**config.mk**
```make
export PLATFORM = sky130hd
export DESIGN_NAME = stopwatch_bcd
export DESIGN_NICKNAME = d
export VERILOG_FILES = /design/src/rtl/stopwatch_pkg.sv /design/src/rtl/btn_debounce.sv /design/src/rtl/stopwatch_bcd.sv
export SDC_FILE = /design/constraint.sdc
export NUM_CORES = 1
export LEC_CHECK = 0
export BUFFER_PORTS_ARGS = -buffer_cell sky130_fd_sc_hd__clkbuf_2
export CORE_AREA = 5 5 110 112
export CTS_CLUSTER_DIAMETER = 80
export DETAILED_ROUTE_END_ITERATION = 8
export DIE_AREA = 0 0 115 117
export GPL_TIMING_DRIVEN = 0
export SYNTH_ARGS = -nofsm -noshare
export SYNTH_HDL_FRONTEND = slang
export SYNTH_SLANG_ARGS = --single-unit
```
**constraint.sdc**
```tcl
create_clock -name clk -period 6.1 [get_ports clk]
set_clock_uncertainty 0.2 [all_clocks]
set_input_delay 0.915 -clock clk [delete_from_list [all_inputs] [get_ports clk]]
set_output_delay 0.915 -clock clk [all_outputs]
set_load 0.05 [all_outputs]
```
**src/rtl/stopwatch_pkg.sv**
```systemverilog
// Shared types and helpers for the MM:SS stopwatch: FSM state encoding,
// BCD digit limits and a single-digit BCD increment with carry-out.
package stopwatch_pkg;

  typedef enum logic [1:0] {
    SW_IDLE,
    SW_RUN,
    SW_PAUSE
  } sw_state_t;

  localparam logic [3:0] BCD_MAX_UNITS = 4'd9;
  localparam logic [3:0] BCD_MAX_TENS  = 4'd5;

  typedef struct packed {
    logic [3:0] value;
    logic       carry;
  } bcd_inc_t;

  // Anything at or above the limit is treated as the wrap point so a corrupted
  // digit falls back into range on its next advance.
  function automatic bcd_inc_t bcd_inc(input logic [3:0] value, input logic [3:0] max);
    bcd_inc_t r;
    if (value >= max) begin
      r.value = 4'd0;
      r.carry = 1'b1;
    end else begin
      r.value = value + 4'd1;
      r.carry = 1'b0;
    end
    return r;
  endfunction

endpackage

```
**src/rtl/btn_debounce.sv**
```systemverilog
// One pushbutton path: two-flop synchroniser, counting debouncer and rising-edge
// detector. press is a registered one-cycle pulse when the stable level goes high.
module btn_debounce #(
  parameter int unsigned DEBOUNCE_CYCLES = 1_000_000
) (
  input  logic clk,
  input  logic rst,
  input  logic btn_raw,
  output logic level,
  output logic press
);

  localparam int unsigned CW = (DEBOUNCE_CYCLES > 1) ? $clog2(DEBOUNCE_CYCLES) : 1;

  if (DEBOUNCE_CYCLES < 1) begin : g_bad_cfg
    $error("btn_debounce: DEBOUNCE_CYCLES must be at least 1");
  end

  logic          sync1_q, sync2_q;
  logic          level_q, level_d;
  logic          press_q, press_d;
  logic [CW-1:0] cnt_q, cnt_d;

  always_comb begin
    level_d = level_q;
    press_d = 1'b0;
    cnt_d   = '0;
    if (sync2_q != level_q) begin
      // The DEBOUNCE_CYCLES-th consecutive differing cycle accepts the new level.
      if (cnt_q == CW'(DEBOUNCE_CYCLES - 1)) begin
        level_d = sync2_q;
        press_d = sync2_q;
      end else begin
        cnt_d = cnt_q + CW'(1);
      end
    end
  end

  always_ff @(posedge clk) begin
    if (rst) begin
      sync1_q <= 1'b0;
      sync2_q <= 1'b0;
      level_q <= 1'b0;
      press_q <= 1'b0;
      cnt_q   <= '0;
    end else begin
      sync1_q <= btn_raw;
      sync2_q <= sync1_q;
      level_q <= level_d;
      press_q <= press_d;
      cnt_q   <= cnt_d;
    end
  end

  assign level = level_q;
  assign press = press_q;

endmodule

```
**src/rtl/stopwatch_bcd.sv**
```systemverilog
// MM:SS stopwatch: debounced start/stop and clear buttons, a prescaler producing
// the count tick, and a four-digit BCD cascade that wraps at 59:59.
module stopwatch_bcd
  import stopwatch_pkg::*;
#(
  parameter int unsigned CLK_HZ          = 100_000_000,
  parameter int unsigned TICK_HZ         = 1,
  parameter int unsigned DEBOUNCE_CYCLES = 1_000_000
) (
  input  logic       clk,
  input  logic       rst,
  input  logic       btn_start,
  input  logic       btn_clear,
  output logic [3:0] d3,
  output logic [3:0] d2,
  output logic [3:0] d1,
  output logic [3:0] d0,
  output logic       running,
  output logic       tick,
  output logic       wrap
);

  localparam int unsigned DIV    = (TICK_HZ == 0) ? 0 : CLK_HZ / TICK_HZ;
  localparam bit          CFG_OK = (TICK_HZ != 0) && (DIV >= 2) && (DIV * TICK_HZ == CLK_HZ);
  localparam int unsigned PW     = (DIV > 2) ? $clog2(DIV) : 1;

  if (!CFG_OK) begin : g_bad_cfg
    $error("stopwatch_bcd: CLK_HZ must be an exact multiple of TICK_HZ with a ratio of at least 2");
  end

  logic          start_press, clear_press;
  sw_state_t     state_q, state_d;
  logic [PW-1:0] presc_q, presc_d;
  logic          tick_q, tick_d;
  logic          wrap_q, wrap_d;
  logic [3:0]    dig_q   [4];
  logic [3:0]    dig_d   [4];
  logic [3:0]    inc_val [4];
  logic [4:0]    carry;
  logic          advance;

  btn_debounce #(
    .DEBOUNCE_CYCLES(DEBOUNCE_CYCLES)
  ) u_db_start (
    .clk    (clk),
    .rst    (rst),
    .btn_raw(btn_start),
    .level  (),
    .press  (start_press)
  );

  btn_debounce #(
    .DEBOUNCE_CYCLES(DEBOUNCE_CYCLES)
  ) u_db_clear (
    .clk    (clk),
    .rst    (rst),
    .btn_raw(btn_clear),
    .level  (),
    .press  (clear_press)
  );

  // dig_q[0] is seconds; even positions are units, odd positions are tens.
  assign carry[0] = 1'b1;
  for (genvar gi = 0; gi < 4; gi++) begin : g_digit
    localparam logic [3:0] DMAX = (gi % 2 == 0) ? BCD_MAX_UNITS : BCD_MAX_TENS;
    bcd_inc_t inc;
    assign inc          = bcd_inc(dig_q[gi], DMAX);
    assign inc_val[gi]  = inc.value;
    assign carry[gi+1]  = carry[gi] & inc.carry;
  end

  assign advance = (state_q == SW_RUN) && (presc_q == PW'(DIV - 1));

  always_comb begin
    state_d = state_q;
    presc_d = presc_q;
    tick_d  = 1'b0;
    wrap_d  = 1'b0;
    for (int i = 0; i < 4; i++) dig_d[i] = dig_q[i];

    if (state_q == SW_RUN) begin
      if (advance) begin
        presc_d = '0;
        tick_d  = 1'b1;
        wrap_d  = carry[4];
        for (int i = 0; i < 4; i++) begin
          if (carry[i]) dig_d[i] = inc_val[i];
        end
      end else begin
        presc_d = presc_q + PW'(1);
      end
    end

    case (state_q)
      SW_IDLE:  if (start_press) state_d = SW_RUN;
      SW_RUN:   if (start_press) state_d = SW_PAUSE;
      SW_PAUSE: if (start_press) state_d = SW_RUN;
      default:  state_d = SW_IDLE;
    endcase

    // Clear overrides everything on this edge, including a coincident tick or start.
    if (clear_press) begin
      state_d = SW_IDLE;
      presc_d = '0;
      tick_d  = 1'b0;
      wrap_d  = 1'b0;
      for (int i = 0; i < 4; i++) dig_d[i] = 4'd0;
    end
  end

  always_ff @(posedge clk) begin
    if (rst) begin
      state_q <= SW_IDLE;
      presc_q <= '0;
      tick_q  <= 1'b0;
      wrap_q  <= 1'b0;
      for (int i = 0; i < 4; i++) dig_q[i] <= 4'd0;
    end else begin
      state_q <= state_d;
      presc_q <= presc_d;
      tick_q  <= tick_d;
      wrap_q  <= wrap_d;
      for (int i = 0; i < 4; i++) dig_q[i] <= dig_d[i];
    end
  end

  assign d0      = dig_q[0];
  assign d1      = dig_q[1];
  assign d2      = dig_q[2];
  assign d3      = dig_q[3];
  assign running = (state_q == SW_RUN);
  assign tick    = tick_q;
  assign wrap    = wrap_q;

endmodule
```
; After elaboration in Yosys (flattened, before gate mapping)
; Memory sizes are Yosys's and may differ from the RTL's.
; Index checks and enable logic that the tools add are counted.
[op_classes]
n_addsub = 7
magnitude_cmp = 4
eq_ne = 9
n_mux = 22
bitwise = 13
reduce_logical = 13
[op_table]
columns = operator, n
row1 = 2-to-1 mux 16 bit, 3
row2 = "adder 20 x 1 -> 20 bit, second input constant", 2
row3 = "equality test 20 bit, second input constant", 2
row4 = 2-to-1 mux 4 bit, 7
row5 = "adder 27 x 1 -> 27 bit, second input constant", 1
row6 = "equality test 27 bit, second input constant", 1
row7 = 2-to-1 mux 27 bit, 1
row8 = 2-to-1 mux 5 bit, 4
row9 = "adder 4 x 1 -> 4 bit, second input constant", 4
row10 = OR reduction 3 bit, 5
row11 = "greater-or-equal comparator 4 x 3 -> 1 bit, second input constant", 2
row12 = "greater-or-equal comparator 4 bit, second input constant", 2
row13 = NOT 1 bit, 6
row14 = AND reduction 2 bit, 3
row15 = 2-to-1 mux 1 bit, 4
row16 = 2-to-1 mux 2 bit, 2
row17 = "inequality test 2 x 1 -> 1 bit, second input constant", 2
row18 = bitwise OR 1 bit, 4
row19 = one-hot mux 2 bit (2 select lines), 1
row20 = OR reduction 2 bit, 2
row21 = OR reduction 4 bit, 1
row22 = AND 1 bit, 3
row23 = "equality test 2 x 1 -> 1 bit, second input constant", 1
row24 = "equality test 2 bit, second input constant", 1
row25 = 3 further kinds, 4
[word_totals]
reg_bits = 79
ramBits = 16
input_bits = 4
elab_cells = 83
n_memories = 1
[mem_list]
columns = name, depth, width, rd, rd_clocked_by_memory_dff, wr, line_no
row1 = dig_q, 4, 4, 4, 0, 4, stopwatch_bcd.sv:36  ; logic [3:0] dig_q [4];

; Longest topological paths before layout
; Gate-level depths: netlist of the first run.
; An unclocked memory read counts as a cell.
[logic_depth]
word_depth = 10
depth_mapped = 8

; Modules after synthesis
; From an unflattened synthesis of the first run, not the netlist that was laid out.
[hier_totals]
hier_cells = 519
area_unflattened_um2 = 4533.1
[by_module_without_submodules]
columns = module, n_inst, cells_per_inst, area_each_um2, seq_area_each_um2
row1 = stopwatch_bcd, 1, 273, 2373.5, 940.9
row2 = btn_debounce, 2, 123, 1079.8, 480.5

; Worst setup path after synthesis of the first run
; No wires, ideal clock.
[synth_timing]
path_type = register to register
startpoint = mem dig_q[0][1]
endpoint = mem dig_q[2][3]
arrival_time_ps = 2126
t_required_ps = 5784
slack_ps = 3658
stages_incl_launch_ff = 7
n_path_buf = 0
synth_period_minus_slack_ps = 2442
cell_sequence = dfxtp_1 > inv_1 > ha_1 > o31ai_1 > nor4_2 > a41o_1 > and3_1
[synth_rtl]
columns = element, line_no
row1 = from (decl), stopwatch_bcd.sv:36

==> reports/qor_table.md, run 1 <==
| Quantity | Value | Unit |
|---|---|---|
| Chip height | 117 | um |
| Area overhead of the layout relative to synthesis | 14.5 | % |
| Clock-pin slew on the worst setup and hold paths | 60 | ps |
| Count of buffers from port buffering | 22 | - |
| Transition time of the tightest slew-check pin | 951 | ps |
| Routability congestion estimate | 0.793 | - |
| Residual DRC count | 0 | - |
| Buffers from clock root to sink, at most | 2 | - |
| Primary flip-flop cell chosen by synthesis mapping | dfxtp_1 | - |
| Crit path launch type | register | - |
| Number of DRC violations after detailed-routing iteration 0 | 174 | - |
| Placed wire-length estimate | 5.95 | mm |
| Depth of the most critical reg-to-reg path | 6 | - |
| Via density | 4.98 | - |
| Remaining global-route overflow | 0 | - |
| Setup-failing EPs final | 0 | - |
| Post-Syn Nets | 503 | - |
| Flops & latches, synth | 95 | - |
| Unique masters post-synth | 47 | - |
| Diodes inserted | 0 | - |
| Num Clock Sinks | 95 | - |
| Share of async-settable or async-resettable flops after synthesis | 0 | % |
| Ratio of total power to cell area | 255 | mW/mm2 |
| Number of antenna-violating nets in the routed design | 0 | - |
| Die Width | 115 | um |
| Hold Path Class | reg -> reg | - |
| Starting Density | 38.4 | % |
| Drt total wl | 8.35 | mm |
| Number of instances resized during post-cts repair | 0 | - |
| Sequential share of power | 49.8 | % |
| Cells after Synth | 484 | - |
| Reg2reg start | presc_q[2] | - |
| Num rows | 39 | - |
| Footprint of the flip-flops and latches | 0.00190 | mm2 |
| Area of the die | 0.0135 | mm2 |
| Most frequent standard cell in the layout excluding fill and tap cells | dfxtp_1 | - |
| Peak supply drop | 0.166 | mV |
| Area of the mapped netlist | 0.00427 | mm2 |
| Final total negative setup slack | 0 | ps |
| Peak fanout along the critical path | 10 | - |
| Number of buffers added by the clock tree synthesis step | 9 | - |
| IO Count | 23 | - |
| Clock root cell | clkbuf_16 | - |
| RSZ-0062 raised after global routing | no | - |
| Power dissipated by switching net loads | 0.000234 | W |
| Max-Cap Viols | 0 | - |
| Combinational cell fraction of total power | 1.1 | % |
| Count of TritonRoute iterations in the first routing pass | 4 | - |
| Number of fill cells | 1101 | - |
| Via count | 3310 | - |
| Crit path launch | presc_q[2] | - |
| Critical path capture point type | register | - |
| Clock latency of the later-clocked register in the worst-skew pair | 340 | ps |
| Hold Path Cell Cnt | 1 | - |
| Area used by multi-input combinational logic | 0.00225 | mm2 |
| Worst path required time | 6110 | ps |
| Maximum number of pins on one net before global-route repair | 15 | - |
| R2R setup slack | 3450 | ps |
| Status | completed | - |
| Worst slew margin relative to its limit | 36.1 | % |
| Hold-fix buffer count after cts | 0 | - |
| Count of buffers added by post-CTS timing repair for setup | 0 | - |
| Crit share post-route | 43.4 | % |
| Hold path startpoint | u_db_start.sync1_q | - |
| Placeable core region | 0.0111 | mm2 |
| Cell-internal power | 0.00101 | W |
| TritonCTS clock tree | yes | - |
| Synthesis warning total | 0 | - |
| Final critical path time including I/O delays and setup | 2650 | ps |
| Count of flip-flops with a built-in enable after synthesis | 0 | - |
| Switching share of total power | 18.8 | % |
| Number of failing hold endpoints at the final stage | 0 | - |
| Arrival @ worst endpoint | 2660 | ps |
| Overall routing resource usage | 13.1 | % |
| Final Max Tran Viols | 0 | - |
| Number of nets in the layout | 536 | - |
| Clock Power Share | 49.0 | % |
| Total number of H-tree levels | 3 | - |
| Timing-limited maximum frequency | 0.378 | GHz |
| Number of antenna violations at the first check in global routing | 0 | - |
| Fraction of layout cells with a size suffix above 1 | 8.64 | % |
| Sequential element share of the synthesized area | 44.5 | % |
| Detail-routed net length per standard cell | 12.6 | um |
| Most frequent cells in the layout | 95 x dfxtp_1, 88 x nor2_1, 46 x xor2_1, 36 x nand3_1, 27 x nand2_1 | - |
| Global-route wire length before repair | 14.3 | mm |
| Average cell area after synthesis | 8.83 | um2 |
| Type of the setup path with the least slack | reg -> reg | - |
| Worst hold margin | 236 | ps |
| Vias in the first global route | 3111 | - |
| Leakage dissipation | 1.81 | nW |
-- cell usage after synthesis, types with 2 or more instances --
master    instances  share of area (%)
nor4_1            6               0.88
clkbuf_1         14                1.2
nor2_1           88                7.7
and2_1            2               0.29
o21ai_0           5               0.59
nand2_1          27                2.4
nor4b_1           5                1.0
xor2_1           46                9.4
a21oi_1          10                1.2
xnor2_1          17                3.5
o31ai_1           4               0.70
nor3_1            6               0.70
nand3_1          36                4.2
and3_1           15                2.2
a21o_1            2               0.35
nand2b_1          5               0.73
nor2b_1           4               0.59
ha_1             15                4.4
or3_1             3               0.44
nand4_1          22                3.2
nor4_2            2               0.59
mux2i_1           5                1.2
nand4b_1          4               0.82
dfxtp_1          95                 44
o31a_1            2               0.41
inv_1            17                1.5
and4_1            7                1.4
-- stage by stage --
step	std cells	power (W)	utilization, %	instance area [um2]	worst slack [ps]
6_report	664	0.00125	44.0	4890	3450
5_1_grt	664	0.00129	44.0	4890	3170
4_1_cts	664	0.00127	44.0	4890	3430
3_5_place_dp	649	0.000651	41.0	4560	3410
3_3_place_gp	649	0.000651	41.0	4560	3460
2_1_floorplan	484	0.000646	-	4270	3660
-- state kept, by name, indices dropped and copies added (netlist names) --
register and flops:
presc_q 27, dig_q 16, u_db_clear.press 1, tick 1, u_db_start.level 1, u_db_clear.cnt_q 20
u_db_start.cnt_q 20, wrap 1, state_q 2, u_db_clear.sync2_q 1, u_db_start.press 1, u_db_clear.sync1_q 1
u_db_start.sync1_q 1, u_db_start.sync2_q 1, u_db_clear.level 1
-- final timing paths --
kind	end
min reg2reg	u_db_start.sync2_q
max	dig_q[3][2]
max reg2reg	dig_q[3][2]
min	u_db_start.sync2_q
-- power groups by stage --
stage	registers [W]	logic [W]	clock network [W]
final	0.000623	0.0000142	0.000612
after global routing	0.000622	0.0000162	0.000656
after CTS	0.000623	0.0000146	0.000632
after detailed placement	0.000637	0.0000146	0
after global placement	0.000637	0.0000144	0
after floorplan	0.000637	0.00000939	0
-- layer usage --
| layer | vias up | GRT usage (%) | part of all wire [%] |
|---|---|---|---|
| li1 | 1729 | - | - |
| met1 | 1531 | 16.4 | 48 |
| met2 | 42 | 21.9 | 47 |
| met5 | - | 0 | 0 |
| met3 | 8 | 3.75 | 3.5 |
| met4 | 0 | 4.07 | 1.3 |
-- area by class of cell --
class	count	area share, %
multi-input cells	356	45.9
flip-flops and latches	95	38.9
clock buffers	12	5.44
well taps	143	3.66
repair buffers	22	2.25
clock inverters	3	1.33
inverters	17	1.30
plain buffers	16	1.25
-- logic make-up after synthesis --
kind of cell / Yosys count / share of synthesized area [%]
flip-flops: 95 / 44.5
multiplexers: 6 / 1.43
AO/OA/AOI/OAI: 31 / 4.80
adder cells (fa/ha/maj): 15 / 4.39
AND/OR/NAND/NOR: 241 / 29.0
buffers and inverters: 33 / 2.93
XOR/XNOR: 63 / 12.9
-- worst max-delay path: stages, from the launching register on --
cell and delay [ps]:
dfxtp_1 380, nand4b_1 300, or4_4 610, or2_1 270, clkbuf_1 240, o311ai_0 400
o21ai_1 120
(Power assumes the default switching activity.)
==> run 2, diff against run 1 <==
ABC_AREA = 1   (was default)
CORE_AREA = 5 5 116 118   (was 5 5 110 112)
DIE_AREA = 0 0 121 123   (was 0 0 115 117)
clock period = 2.5 ns   (was 6.1 ns; I/O delays follow)
==> reports/qor_table.md, run 2 <==
| Quantity | Value | Unit |
|---|---|---|
| Primary flip-flop cell chosen by synthesis mapping | dfxtp_1 | - |
| Status | completed | - |
| Count of buffers from port buffering | 22 | - |
| Clock latency of the later-clocked register in the worst-skew pair | 340 | ps |
| Buffers from clock root to sink, at most | 2 | - |
| Cell-internal power | 0.00233 | W |
| Post-Place Setup Slack | 412 | ps |
| Setup-failing EPs final | 0 | - |
| Register with the most flip-flops | presc_q | - |
| RSZ-0062 raised after global routing | no | - |
| Final critical path time including I/O delays and setup | 1960 | ps |
| Most frequent cells in the layout | 156 x nand2_1, 146 x nor2_1, 95 x dfxtp_1, 94 x inv_1, 43 x nand3_1 | - |
| Power dissipated by switching net loads | 0.000615 | W |
| Crit share post-route | 78.6 | % |
| Unique masters post-synth | 31 | - |
| Residual DRC count | 0 | - |
| Clock-pin slew on the worst setup and hold paths | 60 | ps |
| Number of nets in the layout | 762 | - |
| Area of the die | 0.0149 | mm2 |
| Remaining global-route overflow | 0 | - |
| Detail-routed net length per standard cell | 10.5 | um |
| Count of flip-flops with a built-in enable after synthesis | 0 | - |
| Final Max Tran Viols | 0 | - |
| Worst-case setup margin in the final layout | 535 | ps |
| Global-route wire length before repair | 17.0 | mm |
| Arrival @ worst endpoint | 2000 | ps |
| Share of async-settable or async-resettable flops after synthesis | 0 | % |
| TritonCTS clock tree | yes | - |
| IO Count | 23 | - |
| Synth cell count leaders | 156 x nand2_1, 146 x nor2_1, 95 x dfxtp_1 | - |
| Number of fill cells | 1262 | - |
| Die Width | 121 | um |
| Vias in the first global route | 4050 | - |
| Routability congestion estimate | 0.825 | - |
| Placeable core region | 0.0124 | mm2 |
| Crit path launch type | register | - |
| Most instantiated library cell after synthesis | nand2_1 | - |
| Synthesis warning total | 0 | - |
| Worst hold margin | 19.0 | ps |
| Timing-limited maximum frequency | 0.509 | GHz |
| Peak per-stage delay on the critical path | 350 | ps |
| Total number of H-tree levels | 3 | - |
| Fraction of synthesized cell area taken by the top area cell type | 39.5 | % |
| Worst path required time | 2530 | ps |
| Peak supply drop | 0.458 | mV |
| Overall routing resource usage | 13.9 | % |
| Diodes inserted | 0 | - |
| Ratio of total power to cell area | 542 | mW/mm2 |
| Switching share of total power | 20.9 | % |
| Via density | 4.66 | - |
| Leakage dissipation | 2.11 | nW |
| Number of buffers added by the clock tree synthesis step | 9 | - |
| Largest regs | presc_q (27), u_db_clear.cnt_q (20), u_db_start.cnt_q (20) | - |
| Sequential element share of the synthesized area | 39.5 | % |
| Clock Power Share | 47.0 | % |
| Average cell area after synthesis | 6.78 | um2 |
| Type of the setup path with the least slack | reg -> reg | - |
| Total power of the final layout | 0.00295 | W |
| Ordered cell list for the critical path | ha_1 -> nand2_1 -> inv_1 -> nand2_1 -> nor2_1 -> nand3_1 -> nand2_2 -> buf_2 -> nor2_1 | - |
| Maximum number of pins on one net before global-route repair | 16 | - |
| Worst slew margin relative to its limit | 70.4 | % |
| Area overhead of the layout relative to synthesis | 13.0 | % |
| Cells after Synth | 710 | - |
| Number of antenna violations at the first check in global routing | 0 | - |
| Count of buffer and inverter cells on the critical path | 2 | - |
| Peak fanout along the critical path | 10 | - |
| Count of buffers added by post-CTS timing repair for setup | 0 | - |
| Drt total wl | 9.69 | mm |
| Final total negative setup slack | 0 | ps |
| Hold-fix buffer count after cts | 0 | - |
| Transition time of the tightest slew-check pin | 440 | ps |
| Cell accounting for the most synthesized area | dfxtp_1 | - |
| Critical-path cell with the highest stage delay | dfxtp_1 | - |
| Hold Path Class | in -> reg | - |
| Fin util | 44.0 | % |
| Number of DRC violations after detailed-routing iteration 0 | 210 | - |
| Via count | 4290 | - |
| Clock root cell | clkbuf_16 | - |
| Post-Syn Nets | 729 | - |
| Combinational cell fraction of total power | 1.5 | % |
| Kind of cell adding the most delay to the critical path | simple AND/OR/NAND/NOR gates | - |
| Placed wire-length estimate | 7.37 | mm |
| Flip-flop count of the largest register, all copies and words added | 27 | - |
| Number of instances resized during post-cts repair | 0 | - |
| Num rows | 41 | - |
| Critical path capture point type | register | - |
| Chip height | 123 | um |
| Starting Density | 38.9 | % |
| Count of TritonRoute iterations in the first routing pass | 4 | - |
| Max-Cap Viols | 0 | - |
| Flops & latches, synth | 95 | - |
| Num Clock Sinks | 95 | - |
| Most frequent standard cell in the layout excluding fill and tap cells | nand2_1 | - |
| Number of failing hold endpoints at the final stage | 0 | - |
| Number of antenna-violating nets in the routed design | 0 | - |
| Fraction of layout cells with a size suffix above 1 | 10.3 | % |
| Area of the mapped netlist | 0.00481 | mm2 |
| Most area-consuming cells after synthesis | dfxtp_1 40%, nand2_1 12%, nor2_1 11% | - |
| Sequential share of power | 51.5 | % |
==> run 2: path summary, 6_finish.rpt <==
path                             from              endpoint  slack (ps)  depth (start not counted)
setup / recovery  u_db_clear.cnt_q[0]  u_db_clear.cnt_q[18]         540                          9
hold / removal              btn_clear    u_db_clear.sync1_q          20                          3
setup reg to reg  u_db_clear.cnt_q[0]  u_db_clear.cnt_q[18]         540                          9
hold reg to reg    u_db_start.sync1_q    u_db_start.sync2_q         200                          2
==> run 2: layer usage <==
metal,part of all wire [%],GRT usage [%]
met5,0,0
met4,1.2,4.46
met3,2.8,3.80
met2,47,24.3
met1,49,16.7
==> run 2: cell families (layout without fill, tap and decap cells) <==
group | count (synthesis) | count (layout) | synth area share, %
buffers and inverters | 103 | 141 | 8.35
adder cells (fa/ha/maj) | 15 | 15 | 3.90
flip-flops | 95 | 95 | 39.5
AND/OR/NAND/NOR | 422 | 422 | 38.8
AO/OA/AOI/OAI | 58 | 58 | 6.32
XOR/XNOR | 17 | 17 | 3.09
==> run 2: stage by stage <==
stage / area (um2) / cells
final: 5440 / 920
after global routing: 5440 / 920
after CTS: 5440 / 920
after detailed placement: 5140 / 904
after global placement: 5140 / 904
after floorplan: 4810 / 710
==> run 2: worst reg2reg max path: cells and delay by family, from the launching register on <==
kind                       cells  cell delay, ps
and+or+nand+nor                6             760
buffers and inverters          2             370
adders and majority gates      1             170
DFF                            1             350
==> run 2: final cells by class <==
type / instances / area, um2 / area share, %
clock inverters: 5 / 57.6 / 1.06
multi-input cells: 512 / 2510 / 46.1
flip-flops and latches: 95 / 1900 / 35.0
plain buffers: 6 / 37.5 / 0.690
well taps: 172 / 215 / 3.96
repair buffers: 22 / 110 / 2.02
inverters: 97 / 364 / 6.70
clock buffers: 11 / 243 / 4.46
==> run 2: power groups by stage <==
stage | Sequential, W | Combinational [W] | Clock (W)
final | 0.00152 | 0.0000443 | 0.00138
after global routing | 0.00152 | 0.0000508 | 0.00150
after CTS | 0.00152 | 0.0000453 | 0.00143
after detailed placement | 0.00155 | 0.0000453 | 0
after global placement | 0.00155 | 0.0000443 | 0
after floorplan | 0.00155 | 0.0000310 | 0
